--- config.mk ---
export PLATFORM = sky130hd
export DESIGN_NAME = conf_serial_loader
export DESIGN_NICKNAME = d
export VERILOG_FILES = /design/src/rtl/conf_serial_loader.sv
export SDC_FILE = /design/constraint.sdc
export NUM_CORES = 1
export LEC_CHECK = 0
export CORE_UTILIZATION = 45
export DETAILED_ROUTE_END_ITERATION = 6
export GPL_TIMING_DRIVEN = 0
export PLACE_DENSITY_LB_ADDON = 0.15
export SETUP_SLACK_MARGIN = 0.2
export SLEW_MARGIN = 20
export SYNTH_ARGS = -nofsm -noshare
export SYNTH_HDL_FRONTEND = slang
export SYNTH_SLANG_ARGS = --single-unit
export TNS_END_PERCENT = 1
--- constraint.sdc ---
create_clock -name Clk_i -period 3.4 [get_ports Clk_i]
set_clock_uncertainty 0.15 [all_clocks]
set_input_delay 0.85 -clock Clk_i [delete_from_list [all_inputs] [get_ports Clk_i]]
set_output_delay 0.85 -clock Clk_i [all_outputs]
set_load 0.05 [all_outputs]
--- src/rtl/conf_serial_loader.sv ---
// conf_serial_loader
// Deserialises a strobed serial bitstream into configuration words, buffers
// them in a small FIFO and writes them onto the daisy-chained Conf_* bus while
// owning it. All state lives in one packed record so it can be triplicated
// and majority-voted as a unit when TMR is enabled.
//
// state      | meaning
// -----------+-----------------------------------------------------------
// S_IDLE     | bus pass-through, no frame or drain in progress
// S_WAIT_BUS | frame seen, waiting for upstream Conf_Free_In
// S_OWN      | bus owned, head of FIFO presented, no write strobe
// S_WRITE    | bus owned, one-cycle write of FIFO head, pops at cycle end
module conf_serial_loader #(
    parameter int                    DATA_WIDTH    = 16,
    parameter int                    ADDR_WIDTH    = 16,
    parameter logic [ADDR_WIDTH-1:0] ADDR_BASE     = '0,
    parameter int                    FIFO_DEPTH    = 4,
    parameter bit                    MSB_FIRST     = 1'b1,
    parameter bit                    FLUSH_PARTIAL = 1'b0,
    parameter bit                    TMR           = 1'b1
) (
    input  logic                  Clk_i,
    input  logic                  Reset_ni,
    input  logic                  SR_In_i,
    input  logic                  SR_Strobe_i,
    input  logic                  SR_Write_i,
    input  logic                  Conf_Write_In_i,
    input  logic [DATA_WIDTH-1:0] Conf_Data_In_i,
    input  logic [ADDR_WIDTH-1:0] Conf_Address_In_i,
    input  logic                  Conf_Free_In_i,
    output logic                  Conf_Write_Out_o,
    output logic [DATA_WIDTH-1:0] Conf_Data_Out_o,
    output logic [ADDR_WIDTH-1:0] Conf_Address_Out_o,
    output logic                  Conf_Free_Out_o,
    output logic                  Busy_o,
    output logic                  Overflow_o,
    output logic                  Partial_Drop_o
);

    localparam int CW    = $clog2(DATA_WIDTH + 1);
    localparam int PW    = $clog2(FIFO_DEPTH);
    localparam int PTR_W = PW + 1;
    localparam int EW    = ADDR_WIDTH + DATA_WIDTH;

    typedef enum logic [1:0] {
        S_IDLE     = 2'd0,
        S_WAIT_BUS = 2'd1,
        S_OWN      = 2'd2,
        S_WRITE    = 2'd3
    } fsm_e;

    typedef struct packed {
        fsm_e                           fsm;
        logic [DATA_WIDTH-1:0]          sr;
        logic [CW-1:0]                  cnt;
        logic [ADDR_WIDTH-1:0]          addr;
        logic [FIFO_DEPTH-1:0][EW-1:0]  mem;
        logic [PTR_W-1:0]               wptr;
        logic [PTR_W-1:0]               rptr;
        logic                           ovf;
        logic                           pdrop;
        logic                           wr_prev;
    } state_t;

    localparam int SW = $bits(state_t);

    localparam state_t ST_RST = '{
        fsm:     S_IDLE,
        sr:      '0,
        cnt:     '0,
        addr:    ADDR_BASE,
        mem:     '0,
        wptr:    '0,
        rptr:    '0,
        ovf:     1'b0,
        pdrop:   1'b0,
        wr_prev: 1'b0
    };

    state_t st_q;
    state_t st_d;

    logic                  rise;
    logic                  fall;
    logic [CW-1:0]         cnt_base;
    logic [ADDR_WIDTH-1:0] addr_base;
    logic [DATA_WIDTH-1:0] sr_shift;
    logic [DATA_WIDTH-1:0] padded;
    logic                  push;
    logic                  pop;
    logic                  full;
    logic                  empty;
    logic [EW-1:0]         entry;
    logic [EW-1:0]         head;

    assign empty = (st_q.wptr == st_q.rptr);
    assign full  = (st_q.wptr[PW-1:0] == st_q.rptr[PW-1:0]) &&
                   (st_q.wptr[PW] != st_q.rptr[PW]);
    assign head  = st_q.mem[st_q.rptr[PW-1:0]];

    // Next-state for the whole block: deserialiser, address, FIFO, flags, FSM.
    always_comb begin
        st_d         = st_q;
        st_d.pdrop   = 1'b0;
        st_d.wr_prev = SR_Write_i;

        rise      = SR_Write_i & ~st_q.wr_prev;
        fall      = ~SR_Write_i & st_q.wr_prev;
        cnt_base  = rise ? '0 : st_q.cnt;
        addr_base = rise ? ADDR_BASE : st_q.addr;
        sr_shift  = MSB_FIRST ? {st_q.sr[DATA_WIDTH-2:0], SR_In_i}
                              : {SR_In_i, st_q.sr[DATA_WIDTH-1:1]};
        // Shifting out the stale bits of the previous word leaves zeros behind.
        padded    = MSB_FIRST ? (st_q.sr << (DATA_WIDTH - int'(st_q.cnt)))
                              : (st_q.sr >> (DATA_WIDTH - int'(st_q.cnt)));
        push      = 1'b0;
        entry     = '0;
        pop       = (st_q.fsm == S_WRITE);

        st_d.cnt  = cnt_base;
        st_d.addr = addr_base;
        if (rise) begin
            st_d.ovf = 1'b0;
        end

        if (SR_Write_i && SR_Strobe_i) begin
            st_d.sr = sr_shift;
            if (cnt_base == CW'(DATA_WIDTH - 1)) begin
                push      = 1'b1;
                entry     = {addr_base, sr_shift};
                st_d.cnt  = '0;
                st_d.addr = addr_base + ADDR_WIDTH'(1);
            end else begin
                st_d.cnt  = cnt_base + CW'(1);
            end
        end else if (fall && (st_q.cnt != '0)) begin
            st_d.cnt = '0;
            if (FLUSH_PARTIAL) begin
                push      = 1'b1;
                entry     = {st_q.addr, padded};
                st_d.addr = st_q.addr + ADDR_WIDTH'(1);
            end else begin
                st_d.pdrop = 1'b1;
            end
        end

        // A pop in the same cycle frees the slot, so a full FIFO still accepts.
        if (push) begin
            if (!full || pop) begin
                st_d.mem[st_q.wptr[PW-1:0]] = entry;
                st_d.wptr = st_q.wptr + PTR_W'(1);
            end else begin
                st_d.ovf = 1'b1;
            end
        end
        if (pop) begin
            st_d.rptr = st_q.rptr + PTR_W'(1);
        end

        case (st_q.fsm)
            S_IDLE: begin
                if (SR_Write_i) st_d.fsm = S_WAIT_BUS;
            end
            S_WAIT_BUS: begin
                if (Conf_Free_In_i) st_d.fsm = S_OWN;
            end
            S_OWN: begin
                // wr_prev high means a frame end (and possible flush) is still due.
                if (!empty) begin
                    st_d.fsm = S_WRITE;
                end else if (!SR_Write_i && !st_q.wr_prev) begin
                    st_d.fsm = S_IDLE;
                end
            end
            S_WRITE: begin
                st_d.fsm = S_OWN;
            end
            default: begin
                st_d.fsm = S_IDLE;
            end
        endcase
    end

    generate
        if (TMR) begin : g_tmr
            logic [SW-1:0] st_a;
            logic [SW-1:0] st_b;
            logic [SW-1:0] st_c;

            // Three copies all reload from the voted next state, so a single upset heals in one edge.
            always_ff @(posedge Clk_i or negedge Reset_ni) begin
                if (!Reset_ni) begin
                    st_a <= ST_RST;
                    st_b <= ST_RST;
                    st_c <= ST_RST;
                end else begin
                    st_a <= st_d;
                    st_b <= st_d;
                    st_c <= st_d;
                end
            end

            assign st_q = state_t'((st_a & st_b) | (st_a & st_c) | (st_b & st_c));
        end else begin : g_single
            logic [SW-1:0] st_r;

            // Single copy of the state record.
            always_ff @(posedge Clk_i or negedge Reset_ni) begin
                if (!Reset_ni) begin
                    st_r <= ST_RST;
                end else begin
                    st_r <= st_d;
                end
            end

            assign st_q = state_t'(st_r);
        end
    endgenerate

    logic owning;
    assign owning = (st_q.fsm == S_OWN) || (st_q.fsm == S_WRITE);

    // Bus muxes select on registered state only; the write strobe is a decoded state bit.
    always_comb begin
        Conf_Data_Out_o    = owning ? head[DATA_WIDTH-1:0] : Conf_Data_In_i;
        Conf_Address_Out_o = owning ? head[EW-1:DATA_WIDTH] : Conf_Address_In_i;
        Conf_Write_Out_o   = owning ? (st_q.fsm == S_WRITE) : Conf_Write_In_i;
        Conf_Free_Out_o    = (st_q.fsm == S_IDLE) ? Conf_Free_In_i : 1'b0;
        Busy_o             = (st_q.fsm != S_IDLE);
        Overflow_o         = st_q.ovf;
        Partial_Drop_o     = st_q.pdrop;
    end

endmodule
==> key figures, run 1 <==
Outcome
  – Run status: completed

Finish
  – Nets: 744
  – Synth-to-layout area growth: 20.6%
  – Share of cells above drive strength 1: between 40% and 50%
  – Antenna diodes: 0
  – Top reg by flops: g_tmr.st_c
  – Final instance area: 9920 µm²
  – Non-Filler Instances: between 900 and 1000
  – Reg area: 4380 µm²
  – Regs by FF count: g_tmr.st_c: 175 flops
  – Footprint of the multi-input gates: 3700 µm²
  – Max FFs per register: around 180
  – Filler instances: between 1500 and 2000

Synthesis
  – Mean Syn Cell Area: around 14 µm²
  – Seq/Total Area, Yosys: between 50 and 60%
  – Synth area leaders: dfrtp_1 53%, mux2_2 22%, mux4_2 8.8%
  – Adder-cell share of the synthesized area: under 10%
  – Cells after Synth: 600
  – Share of the synthesized area in the top cell type: a little over half
  – Mapped cell area: 8230 µm²
  – Mux contribution to synthesized area: 31.6%
  – Post-synthesis simple-gate area fraction: 8.21%
  – Async set-or-reset flop fraction in the synthesized netlist: between 90% and 100%
  – XOR/XNOR Fraction of Synth Area: approximately 1.6%
  – Most frequent cell after synthesis: dfrtp_1
  – Unique masters post-synth: 47
  – Synth Flop Type: dfrtp_1
  – Syn nets: between 600 and 700
  – Synth Area in Compound Gates: 1.69%
  – Number of synthesized flops with an enable pin: 0
  – Ys Warns: 0
  – Largest family of logic cells by synthesized area: multiplexers
  – Most common library cells after synthesis: 175 x dfrtp_1, 158 x mux2_2, 65 x nand2_1
  – Area leader, netlist: dfrtp_1
  – Flops & latches, synth: 175

Floorplan
  – Initial core utilization: between 40% and 50%
  – Core area: about 18000 µm²
  – Ports: 76
  – Die W: approximately 140 µm
  – Number of core rows: 49
  – DIE HEIGHT: around 140 µm
  – Die area: between 15000 and 20000 µm²

Global routing
  – Total grt overflow: 0
  – Antenna violations before repair: 0
  – Largest net degree at the start of global routing: between 90 and 100
  – Total Routing Usage GR: 21.8%
  – First-pass GRT wire length: between 20 and 30 mm
  – Vias in the first global route: roughly 5300

Clocking
  – CTS buffer count: 17
  – H-tree lvl count: 4
  – Clock latency at the later pin of the worst-skew pair: approximately 420 ps
  – Clock slew at reported path FFs: about 70 ps
  – CTS tree: built
  – Hold-fix buffers, CTS: 0
  – Root Driver: clkbuf_16
  – Clock tree sinks: 175
  – Clock Tree Buf Depth: 2

Critical path
  – Crit end category: output pin
  – R2r setup slk: 610 ps
  – R2R cell count: 9
  – Crit path largest cell delay: 380 ps
  – Data arrival, critical path: about 2200 ps
  – Setup Crit Path Kind: reg -> out
  – Crit path required time: ~2400 ps
  – CP Launch Type: flip-flop
  – Cell family with most CP delay: buffers and inverters
  – CP Depth: 5
  – Worst path most repeated cell: buf_2
  – Worst flop-to-flop path endpoint: g_tmr.st_c[149]
  – Critical-path top delay cell: buf_2
  – Worst setup path start: g_tmr.st_c[4]
  – Max FO, Critical Path: 10
  – CP Cell Sequence: buf_2 > buf_2 > mux4_2 > mux2_2 > buf_2
  – Reg-to-Reg Start: g_tmr.st_c[0]
  – Buf/Inv on CP: 3

Route
  – WL per Instance: 20.0 µm
  – Via Count: 5149
  – DR iter-0 viols: 301
  – WL final: about 19 mm
  – DR pass1 iterations: 4
  – DRC errors left: 0
  – Via density: approximately 5.5
  – Post-route ant nets: 0

Timing
  – Hold Slack: 251 ps
  – Tcrit/Tclk final: a little over nine tenths
  – Final setup fails: 0
  – Slew Limit Fails: 0
  – Crit path time final: around 3200 ps
  – Worst Slack Setup Final: around 160 ps
  – Peak Freq: around 310 MHz
  – Worst Max-Slew Pin Slew: 928 ps
  – Endpoints failing hold: 0
  – RSZ-0062 raised after global routing: yes
  – Headroom to the max-slew limit: around two fifths

Run
  – Max-cap violations: 0

Place
  – DP HPWL: 12.5 mm
  – IO buf count: 74
  – RePlAce Congestion: 0.779
  – Placed cell area: 9290 µm²
  – Setup Slack @ Placement: -713 ps
  – Post-Place Cells: approximately 900

Power
  – Clock power share: between 30% and 40%
  – VDD IR max: 463 µV
  – Combinational share of power: 22.9%
  – Switch share: a little under a third
  – Sequential fraction of design power: just over 40%
  – P per Cell Area: 546 nW/µm²
  – P_int: around 0.0038 W
  – Net Sw Power: around 0.0016 W
  – P_leak: around 5 nW

Worst hold path
  – Hold Path Class: in -> async
[worst reg2reg max path, cell delays in order (launching register included)]
cell	delay [ps]
dfrtp_1	480
nand2b_1	190
buf_4	180
and2_1	160
ha_1	210
nand4b_1	210
or2_1	280
clkbuf_2	170
or4_1	520
a21oi_1	170
[area by class of cell]
type / count / area share [%]
multi-input combinational: 381 / 37.3
clock inverter: 12 / 1.35
inverter: 8 / 0.303
clock buffer: 20 / 4.70
tap: 229 / 2.89
buffer: 36 / 2.77
timing repair buffer: 78 / 6.52
sequential: 175 / 44.1
[cell usage in the layout (no fill, tap or decap), types with 3 or more instances in the layout]
cell	count
a21oi_1	3
and2_1	14
buf_12	3
buf_2	36
buf_4	14
clkbuf_1	5
clkbuf_16	17
clkbuf_2	4
clkbuf_4	3
clkbuf_8	4
clkdlybuf4s50_1	37
clkinv_2	3
clkinv_4	4
dfrtp_1	175
dlygate4sd2_1	5
ha_1	8
inv_1	8
mux2_1	6
mux2_2	158
mux2i_1	3
mux4_2	32
nand2_1	65
nand3_1	11
nand3_2	3
nand4_1	3
nor2_1	14
nor3_1	3
o21ai_0	6
o31ai_1	4
or4_1	3
xnor2_1	12
xor2_1	3
[cells by family (layout without fill, tap and decap cells)]
logic type	after synthesis	after routing
AND/OR/NAND/NOR	138	138
buffers and inverters	44	154
flip-flops	175	175
AO/OA/AOI/OAI	21	21
XOR/XNOR	15	15
multiplexers	199	199
adder cells (fa/ha/maj)	8	8
[through the flow]
step	total power, W	TNS [ps]	utilization, %
6_report	0.00542	0	55.2
2_1_floorplan	0.00302	0	-
5_1_grt	0.00565	0	55.2
3_3_place_gp	0.00347	-1054460	51.5
4_1_cts	0.00549	0	55.2
3_5_place_dp	0.00349	-87150	51.7
[power by group through the flow]
stage	Combinational, W	Sequential, W	Clock (W)
detailed placement	0.00122	0.00227	0
floorplan	0.000772	0.00225	0
CTS	0.00126	0.00223	0.00199
finish	0.00124	0.00223	0.00195
global route	0.00133	0.00225	0.00207
global placement	0.00120	0.00227	0
[how the worst max path moves through the flow]
stage                             endpoint
floorplan                  g_tmr.st_c[152]
global placement             g_tmr.st_c[1]
CTS                 Conf_Address_Out_o[13]
finish               Conf_Address_Out_o[6]
detailed placement         g_tmr.st_c[135]
global route           Conf_Data_Out_o[12]
[repair_timing]
| action | in CTS | in global routing |
|---|---|---|
| pin swaps | 0 | 2 |
| buffers inserted | 1 | 2 |
| resized for setup | 172 | 38 |
| endpoints found under the setup margin | 171 | 160 |
[layer usage]
layer	vias to the layer above	part of all wire [%]	global-route usage, %
met5	-	0	0
met4	0	0.84	5.01
met3	12	4.2	4.86
met2	104	50	35.0
met1	2675	45	30.2
li1	2358	-	-
Note: power is estimated with default switching activity, not from simulation.
==> run 2: changes to the inputs <==
--- a/config.mk
+++ b/config.mk
@@ -6,6 +6,7 @@
 export NUM_CORES = 1
 export LEC_CHECK = 0
 export CORE_UTILIZATION = 45
+export CTS_CLUSTER_DIAMETER = 120
 export DETAILED_ROUTE_END_ITERATION = 6
 export GPL_TIMING_DRIVEN = 0
 export PLACE_DENSITY_LB_ADDON = 0.15
==> results of run 2 <==
No change in the layout: final DEF, timing and power equal those of run 1.
